**src/rtl/matmul_pkg.sv**
```systemverilog
// matmul_pkg: constants, types and helpers shared by the matmul datapath blocks.
//   DATA_WIDTH / ACC_WIDTH : default element and accumulator widths, also used
//                            by tiled_matmul_engine
//   requant_state_t        : drain controller states
//   sat_signed             : clamp a wide signed value to a signed w-bit range
package matmul_pkg;

  localparam int unsigned DATA_WIDTH = 8;
  localparam int unsigned ACC_WIDTH  = 32;

  // Working width of sat_signed; callers sign-extend into it.
  localparam int unsigned SAT_W = 64;

  typedef enum logic [1:0] {
    IDLE,
    RUN,
    DRAIN,
    DONE
  } requant_state_t;

  // Result lies in [-2^(w-1), 2^(w-1)-1]; the caller keeps the low w bits.
  function automatic logic signed [SAT_W-1:0] sat_signed(
    input logic signed [SAT_W-1:0] x,
    input int unsigned             w
  );
    logic signed [SAT_W-1:0] hi;
    logic signed [SAT_W-1:0] lo;
    hi = (SAT_W'(1) << (w - 1)) - SAT_W'(1);
    lo = ~hi;
    if (x > hi) return hi;
    if (x < lo) return lo;
    return x;
  endfunction

endpackage

```
**src/rtl/requant_fifo.sv**
```systemverilog
// requant_fifo: small synchronous FIFO holding {out_last, out_data} beats.
//   clk, rst   : clock, synchronous active-high reset (flushes and zeroes)
//   push       : write push_data (ignored when full)
//   pop        : drop the head entry (ignored when empty)
//   head       : current head entry, stable until popped
//   count      : current occupancy 0..DEPTH
// DEPTH must be a power of two so the pointers wrap naturally.
module requant_fifo #(
  parameter int unsigned WIDTH = 9,
  parameter int unsigned DEPTH = 4
) (
  input  logic                       clk,
  input  logic                       rst,
  input  logic                       push,
  input  logic [WIDTH-1:0]           push_data,
  input  logic                       pop,
  output logic [WIDTH-1:0]           head,
  output logic [$clog2(DEPTH+1)-1:0] count
);

  localparam int unsigned PTR_W = $clog2(DEPTH);
  localparam int unsigned CNT_W = $clog2(DEPTH + 1);

  logic [WIDTH-1:0] mem [DEPTH];
  logic [PTR_W-1:0] wr_ptr;
  logic [PTR_W-1:0] rd_ptr;
  logic             do_push;
  logic             do_pop;

  assign do_push = push && (count != CNT_W'(DEPTH));
  assign do_pop  = pop && (count != '0);
  assign head    = mem[rd_ptr];

  always_ff @(posedge clk) begin
    if (rst) begin
      // Storage is cleared too so the head reads as zero after reset.
      for (int unsigned i = 0; i < DEPTH; i++) mem[i] <= '0;
      wr_ptr <= '0;
      rd_ptr <= '0;
      count  <= '0;
    end else begin
      if (do_push) begin
        mem[wr_ptr] <= push_data;
        wr_ptr      <= wr_ptr + PTR_W'(1);
      end
      if (do_pop) rd_ptr <= rd_ptr + PTR_W'(1);
      case ({do_push, do_pop})
        2'b10:   count <= count + CNT_W'(1);
        2'b01:   count <= count - CNT_W'(1);
        default: count <= count;
      endcase
    end
  end

endmodule

```
**src/rtl/matmul_result_requant.sv**
```systemverilog
// matmul_result_requant: drains the accumulator matrix in row-major order,
// requantizes each element (multiply, round-half-up shift, saturate) and
// streams it out on a valid/ready interface.
//   start/scale/shift : begin a drain; scale and shift latched on acceptance
//   busy/done         : busy from acceptance through the one-cycle done pulse
//   rd_en/rd_addr     : read request to the accumulator memory
//   rd_data           : read data, valid the cycle after rd_en
//   out_valid/out_ready/out_data/out_last : output beat stream
// Optional feature: define MATMUL_REQUANT_RELU_EN to clamp negative shifted
// values to zero before saturation.
module matmul_result_requant
  import matmul_pkg::*;
#(
  parameter int unsigned DATA_WIDTH = matmul_pkg::DATA_WIDTH,
  parameter int unsigned ACC_WIDTH  = matmul_pkg::ACC_WIDTH,
  parameter int unsigned MATRIX_DIM = 16
) (
  input  logic                                      clk,
  input  logic                                      rst,
  input  logic                                      start,
  input  logic [15:0]                               scale,
  input  logic [4:0]                                shift,
  output logic                                      busy,
  output logic                                      done,
  output logic                                      rd_en,
  output logic [$clog2(MATRIX_DIM*MATRIX_DIM)-1:0]  rd_addr,
  input  logic [ACC_WIDTH-1:0]                      rd_data,
  output logic                                      out_valid,
  input  logic                                      out_ready,
  output logic [DATA_WIDTH-1:0]                     out_data,
  output logic                                      out_last
);

  localparam int unsigned N_ELEM  = MATRIX_DIM * MATRIX_DIM;
  localparam int unsigned ADDR_W  = $clog2(N_ELEM);
  localparam int unsigned PROD_W  = ACC_WIDTH + 17;
  localparam int unsigned CREDITS = 4;
  localparam int unsigned CNT_W   = $clog2(CREDITS + 1);
  localparam logic [ADDR_W-1:0] LAST_ADDR = ADDR_W'(N_ELEM - 1);

  requant_state_t          state;
  logic [15:0]             scale_q;
  logic [4:0]              shift_q;
  logic [ADDR_W-1:0]       next_addr;
  logic                    pend_valid;
  logic                    pend_last;
  logic [CNT_W-1:0]        fifo_count;
  logic [CNT_W-1:0]        count_after;
  logic                    pop;
  logic                    can_issue;
  logic signed [PROD_W-1:0] prod;
  logic signed [PROD_W-1:0] bias;
  logic signed [PROD_W-1:0] shifted;
  logic [DATA_WIDTH-1:0]   requant;

  assign out_valid = (fifo_count != '0);
  assign pop       = out_valid && out_ready;

  // Credits in use after this edge = FIFO entries + the read whose data lands
  // next cycle + the read about to be issued. Keeping that at or below the
  // FIFO depth means every returning read has a guaranteed slot.
  always_comb begin
    count_after = fifo_count + CNT_W'(pend_valid) - CNT_W'(pop);
    can_issue   = (4'(count_after) + 4'(rd_en)) < 4'(CREDITS);
  end

  always_comb begin
    prod = PROD_W'($signed(rd_data)) * PROD_W'($signed({1'b0, scale_q}));
    bias = '0;
    if (shift_q != '0) bias[shift_q - 5'd1] = 1'b1;
    shifted = (prod + bias) >>> shift_q;
`ifdef MATMUL_REQUANT_RELU_EN
    if (shifted[PROD_W-1]) shifted = '0;
`endif
    requant = DATA_WIDTH'(sat_signed(SAT_W'(shifted), DATA_WIDTH));
  end

  requant_fifo #(
    .WIDTH (DATA_WIDTH + 1),
    .DEPTH (CREDITS)
  ) u_fifo (
    .clk       (clk),
    .rst       (rst),
    .push      (pend_valid),
    .push_data ({pend_last, requant}),
    .pop       (pop),
    .head      ({out_last, out_data}),
    .count     (fifo_count)
  );

  always_ff @(posedge clk) begin
    if (rst) begin
      state      <= IDLE;
      busy       <= 1'b0;
      done       <= 1'b0;
      rd_en      <= 1'b0;
      rd_addr    <= '0;
      next_addr  <= '0;
      scale_q    <= '0;
      shift_q    <= '0;
      pend_valid <= 1'b0;
      pend_last  <= 1'b0;
    end else begin
      // Read issued last cycle returns data this cycle; it is pushed at the next edge.
      pend_valid <= rd_en;
      pend_last  <= rd_en && (rd_addr == LAST_ADDR);
      done       <= 1'b0;
      rd_en      <= 1'b0;
      case (state)
        IDLE: begin
          if (start) begin
            scale_q   <= scale;
            shift_q   <= shift;
            busy      <= 1'b1;
            rd_en     <= 1'b1;
            rd_addr   <= '0;
            next_addr <= ADDR_W'(1);
            state     <= RUN;
          end
        end
        RUN: begin
          if (can_issue) begin
            rd_en     <= 1'b1;
            rd_addr   <= next_addr;
            next_addr <= next_addr + ADDR_W'(1);
            if (next_addr == LAST_ADDR) state <= DRAIN;
          end
        end
        DRAIN: begin
          if ((fifo_count == '0) && !pend_valid && !rd_en) begin
            done  <= 1'b1;
            state <= DONE;
          end
        end
        DONE: begin
          busy  <= 1'b0;
          state <= IDLE;
        end
        default: state <= IDLE;
      endcase
    end
  end

endmodule
```
**config.mk**
```make
export PLATFORM = sky130hd
export DESIGN_NAME = matmul_result_requant
export DESIGN_NICKNAME = d
export VERILOG_FILES = /design/src/rtl/matmul_pkg.sv /design/src/rtl/requant_fifo.sv /design/src/rtl/matmul_result_requant.sv
export SDC_FILE = /design/constraint.sdc
export NUM_CORES = 2
export LEC_CHECK = 0
export BUFFER_PORTS_ARGS = -buffer_cell sky130_fd_sc_hd__buf_2
export CORE_MARGIN = 2
export CORE_UTILIZATION = 54
export CTS_CLUSTER_SIZE = 14
export DETAILED_ROUTE_END_ITERATION = 7
export GPL_ROUTABILITY_DRIVEN = 0
export GPL_TIMING_DRIVEN = 0
export PLACE_DENSITY = 0.68
export SYNTH_ARGS = -nofsm -noshare
export SYNTH_HDL_FRONTEND = slang
export SYNTH_HIERARCHICAL = 1
export SYNTH_SLANG_ARGS = --single-unit
```
**constraint.sdc**
```tcl
create_clock -name clk -period 13.8 [get_ports clk]
set_input_delay 0 -clock clk [delete_from_list [all_inputs] [get_ports clk]]
set_output_delay 0 -clock clk [all_outputs]
set_load 0.005 [all_outputs]
```
# Word-level counts from Yosys, hierarchy flattened
# Memory sizes are Yosys's and may differ from the RTL's. A register that Yosys moved wholly into a read port is not among the register bits.
# Index checks and enable logic that the tools add are counted.
# Widths: inputs -> output; s select.
dict set report totals {
  elab_cells 104
  inputBits 57
  ram_bits 36
  regBits 51
  mem_count 1
}
dict set report classes {
  shifts 1
  n_reduce_logical 22
  n_mul 1
  bitwise 1
  n_mux 38
  add_sub_neg 10
  n_eq_ne 12
  order_cmp 5
}
# memory depth width read_ports rd_clocked_by_memory_dff wr line_no
set mem_list {}
lappend mem_list {u_fifo.mem 4 9 1 1 4 requant_fifo.sv:24} ;# logic [WIDTH-1:0] mem [DEPTH];
# cell count
set ops {}
lappend ops {{$mux 8} 8}
lappend ops {{$add 49x49->49} 1}
lappend ops {{$gt 49x8->1 const B} 1}
lappend ops {{$lt 49x8->1 const B} 1}
lappend ops {{$mul 32x17->49} 1}
lappend ops {{$sshr 49x5->49} 1}
lappend ops {{$mux 32} 1}
lappend ops {{$pmux 8 s2} 2}
lappend ops {{$eq 8x8->1 const B} 2}
lappend ops {{$mux 1} 14}
lappend ops {{$mux 2} 7}
lappend ops {{$mux 9} 1}
lappend ops {{$reduce_or 9->1} 1}
lappend ops {{$add 8x1->8 const B} 1}
lappend ops {{$ne 2x2->1 const B} 4}
lappend ops {{$pmux 2 s4} 1}
lappend ops {{$logic_and 1x1->1} 7}
lappend ops {{$lt 5x7->1 const B} 1}
lappend ops {{$eq 2x2->1 const B} 3}
lappend ops {{$pmux 3 s2} 1}
lappend ops {{$reduce_bool 2->1} 3}
lappend ops {{$demux 1 s5} 1}
lappend ops {{$ge 5x1->1 const B} 1}
lappend ops {{$reduce_bool 5->1} 1}
lappend ops {{other kinds (20)} 25}

# Longest topological paths before layout
dict set report depth {
  ltp_word 14
  mapped_depth 36
  ltp_nobuf 31
}

# Modules after synthesis
# Netlist, hierarchy kept.
# mod instances seq_area_each_um2 area_per_inst_um2 cells_per_inst
set modules_own_cells {}
lappend modules_own_cells {matmul_result_requant 1 880.8 26334.0 3170}
lappend modules_own_cells {requant_fifo 1 1261.2 2038.2 136}

# Least setup slack after synthesis
# OpenSTA, ideal clock, no wires.
dict set report synth_path {
  path_type {reg2reg}
  startpoint {register shift_q[4]}
  endpoint {memory u_fifo.mem[0][0] (data pin)}
  n_path_buf 6
  stages_incl_launch_ff 34
  t_required_ps 13545
  arrival_time_ps 8567
  path_slack_ps 4978
  path_cell_list {dfxtp_1 clkbuf_1 inv_1 clkbuf_1 clkbuf_1 clkbuf_1 buf_1 nand2_1 nor2_1 fa_1 inv_1 fa_1 fa_1 inv_1 fa_1 fa_1 ha_1 a21oi_1 nand2_1 o21a_1 buf_2 a311o_1 a211oi_2 xor2_1 inv_2 o22ai_2 or3_1 o31ai_1 a2111o_1 or4_1 or4b_4 o41ai_4 o21ai_1 and2_1}
}
# item line_no
set synth_rtl {}
lappend synth_rtl {{start: declaration} matmul_result_requant.sv:43} ;# logic [4:0] shift_q;
lappend synth_rtl {{start signal: assignment} matmul_result_requant.sv:113} ;# shift_q <= shift;
lappend synth_rtl {{end: declaration} requant_fifo.sv:24}

==> metrics.txt <==
Clock transition at path regs 100 ps; crit end category flip-flop; RR Startpoint shift_q[1]; final setup TNS 0 ps; Clock Latency Late Sink 390 ps; vias per inst 6.303; Max-slew headroom around a quarter; post-CTS sizing 0; worst setup path startpoint shift_q[1]; share of cells above drive strength 1 6.754%; fin nets 4,121; final setup fails 0; CP max stage delay 930 ps; commonest non-fill, non-tap cells in the layout 524 x inv_1, 522 x fa_1, 383 x and2_1; met1 Use GR about 48%; Fin. Hold Viols 0; number of synthesized flops with an enable pin 36; die height 233.2 um; largest net degree at the start of global routing 19; vias in the first global route 26,366; unrepaired setup endpoints after global routing no; clock sinks 89; postcts setup bufs 0; Area Overhead vs Synth 6.200%; Slew Viols, Final 0; Fmax 0.08462 GHz; Hold Startpoint start; syn avg cell area ~8.6 um2; GRT overflow 0; Least-Margin Pin Slew around 1100 ps; CTS tree built; critical path arrival 12,050 ps; Most used DFF post-synth dfxtp_1; dpl hpwl between 80,000 and 90,000 um; most common cell after layout, fill and taps aside inv_1; H-tree depth 3; Antenna Violating Nets Remaining 0; ys async rst share 0%; Util after Layout 57.68%; Slowest-stage cell, CP nor4_1; GR peak layer met2; root buf cell clkbuf_16; CP startpoint kind flip-flop; Fillers 4,689; routed wire length 96,990 um; first-pass GRT wire length approximately 150,000 um; Synth Instances 3,306; Hold Path Class input port to flip-flop; met2 Track Usage GR 57.56%; full die area 54,390 um2; Distinct cells, synth around 120; buffers added on ports 77; placed cell area 29,620 um2; WL/cell 23.61 um; area of the core ~52,000 um2; site row count 84; min Tclk post-route 11,820 ps; critical path class flip-flop to flip-flop; Register Area about 2100 um2; initial antenna violation count 3; syn_nets 4,012; met3 Resource Use GR 9.192%; Max Cap Viol 0; crit path max fanout 10; Hold-fix buffers, CTS 21; die width 233.2 um; post-route cell area 30,130 um2; period utilisation layout ~86%; clk_skew 27.09 ps; Cell Area, Synth 28,370 um2; failing checks DRC; CP most frequent cell fa_1; Starting Density 54.32%; DRC Markers between 80 and 90; outcome finished, violations left; # IOs 78; sequential area share after synthesis under 10%; YS warnings 6; number of buffers created by CTS 9; DRT iter0 DRCs ~3,400; CTS max path bufs 2; CP Data Required Time 14,040 ps; Vias 25,897; Yosys reg bits 89; drt pass-1 iters 8; area of the multi-input gates 23,480 um2; GRT Total Usage 36.85%
-- kinds of logic (layout without fill, tap and decap cells) --
logic type               count (synthesis)  in the layout  synth area share [%]
AO/OA/AOI/OAI                          532            532                 13.35
XOR/XNOR                                51             51                 1.574
adder cells (fa/ha/maj)                650            650                 42.47
buffers and inverters                  715            829                 9.706
flip-flops                              89             89                 7.550
multiplexers                            79             79                 3.775
other                                    1              2               0.01322
AND/OR/NAND/NOR                       1189           1189                 21.56
-- Yosys cell counts, types with 12 or more instances --
cell / instances / share of area, %
o21ai_1: 25 / 0.44
a211oi_1: 22 / 0.58
o31ai_1: 13 / 0.34
o211ai_1: 29 / 0.77
a21o_1: 20 / 0.53
inv_1: 524 / 6.9
edfxtp_1: 36 / 3.8
buf_2: 22 / 0.39
fa_1: 522 / 37
o21a_1: 13 / 0.34
dfxtp_1: 53 / 3.7
nand2_1: 375 / 5.0
and3_1: 12 / 0.26
a2111oi_0: 12 / 0.37
o22ai_1: 18 / 0.40
a22oi_1: 16 / 0.42
a31oi_1: 12 / 0.26
nand4_1: 44 / 0.97
buf_1: 14 / 0.19
nand3_1: 39 / 0.69
xor2_1: 19 / 0.59
ha_1: 127 / 5.6
xnor2_1: 32 / 0.99
mux2_2: 14 / 0.56
mux2i_1: 44 / 1.6
and2_1: 383 / 8.4
o21ai_0: 74 / 1.3
clkbuf_1: 139 / 1.8
nor2_1: 183 / 2.4
a21oi_1: 119 / 2.1
mux4_2: 21 / 1.7
or3_1: 21 / 0.46
nor3_1: 50 / 0.88
nor4_1: 16 / 0.35
-- worst paths after layout --
path	end	cells after the start	slack, ps
max	u_fifo/mem[0][5]	29	1980
min	scale_q[15]	4	120
max reg2reg	u_fifo/mem[0][5]	29	1980
min reg2reg	rd_addr[0]	2	490
-- routing by layer --
layer | part of all wire [%] | routed length, um
met3 | 12 | 11190
met4 | 6.1 | 5951
met1 | 38 | 36620
met5 | 0.035 | 34
met2 | 45 | 43200
-- flip-flops by register name (all words and copies together), names as in the netlist, 2 cells and up, named ones only --
signal,count
u_fifo/rd_ptr,2
u_fifo/mem,36
rd_addr,8
shift_q,5
u_fifo/wr_ptr,2
state,2
u_fifo/count,3
scale_q,16
next_addr,8
-- cell type report --
type	instances	share of cell area, %
Antenna cell	1	0.008305
Buffer	186	2.550
Clock buffer	9	0.7474
Clock inverter	7	0.2284
Inverter	529	6.590
Multi-Input combinational cell	2502	77.93
Sequential cell	89	7.109
Tap cell	688	2.857
Timing Repair Buffer	98	1.977
-- critical path: cells and delay by family, from the launching register on --
family,cells,cell delay [ps]
flops,1,580
simple gates,8,3130
buf+inv,5,1800
mux,2,1170
compound gates,7,2060
xor+xnor,1,250
fa+ha+maj,6,2680
-- stage by stage --
step,worst slack [ps],std cells,hold WS (ps)
2_1_floorplan,4978,3306,136.0
3_3_place_gp,2776,4071,239.0
3_5_place_dp,2693,4071,253.1
4_1_cts,2596,4108,98.68
5_1_grt,1746,4108,160.7
6_report,1983,4109,119.3
Power is left out: the tool's default activity adds up to more than one toggle a clock period on the data nets, which glitch-free logic cannot reach.
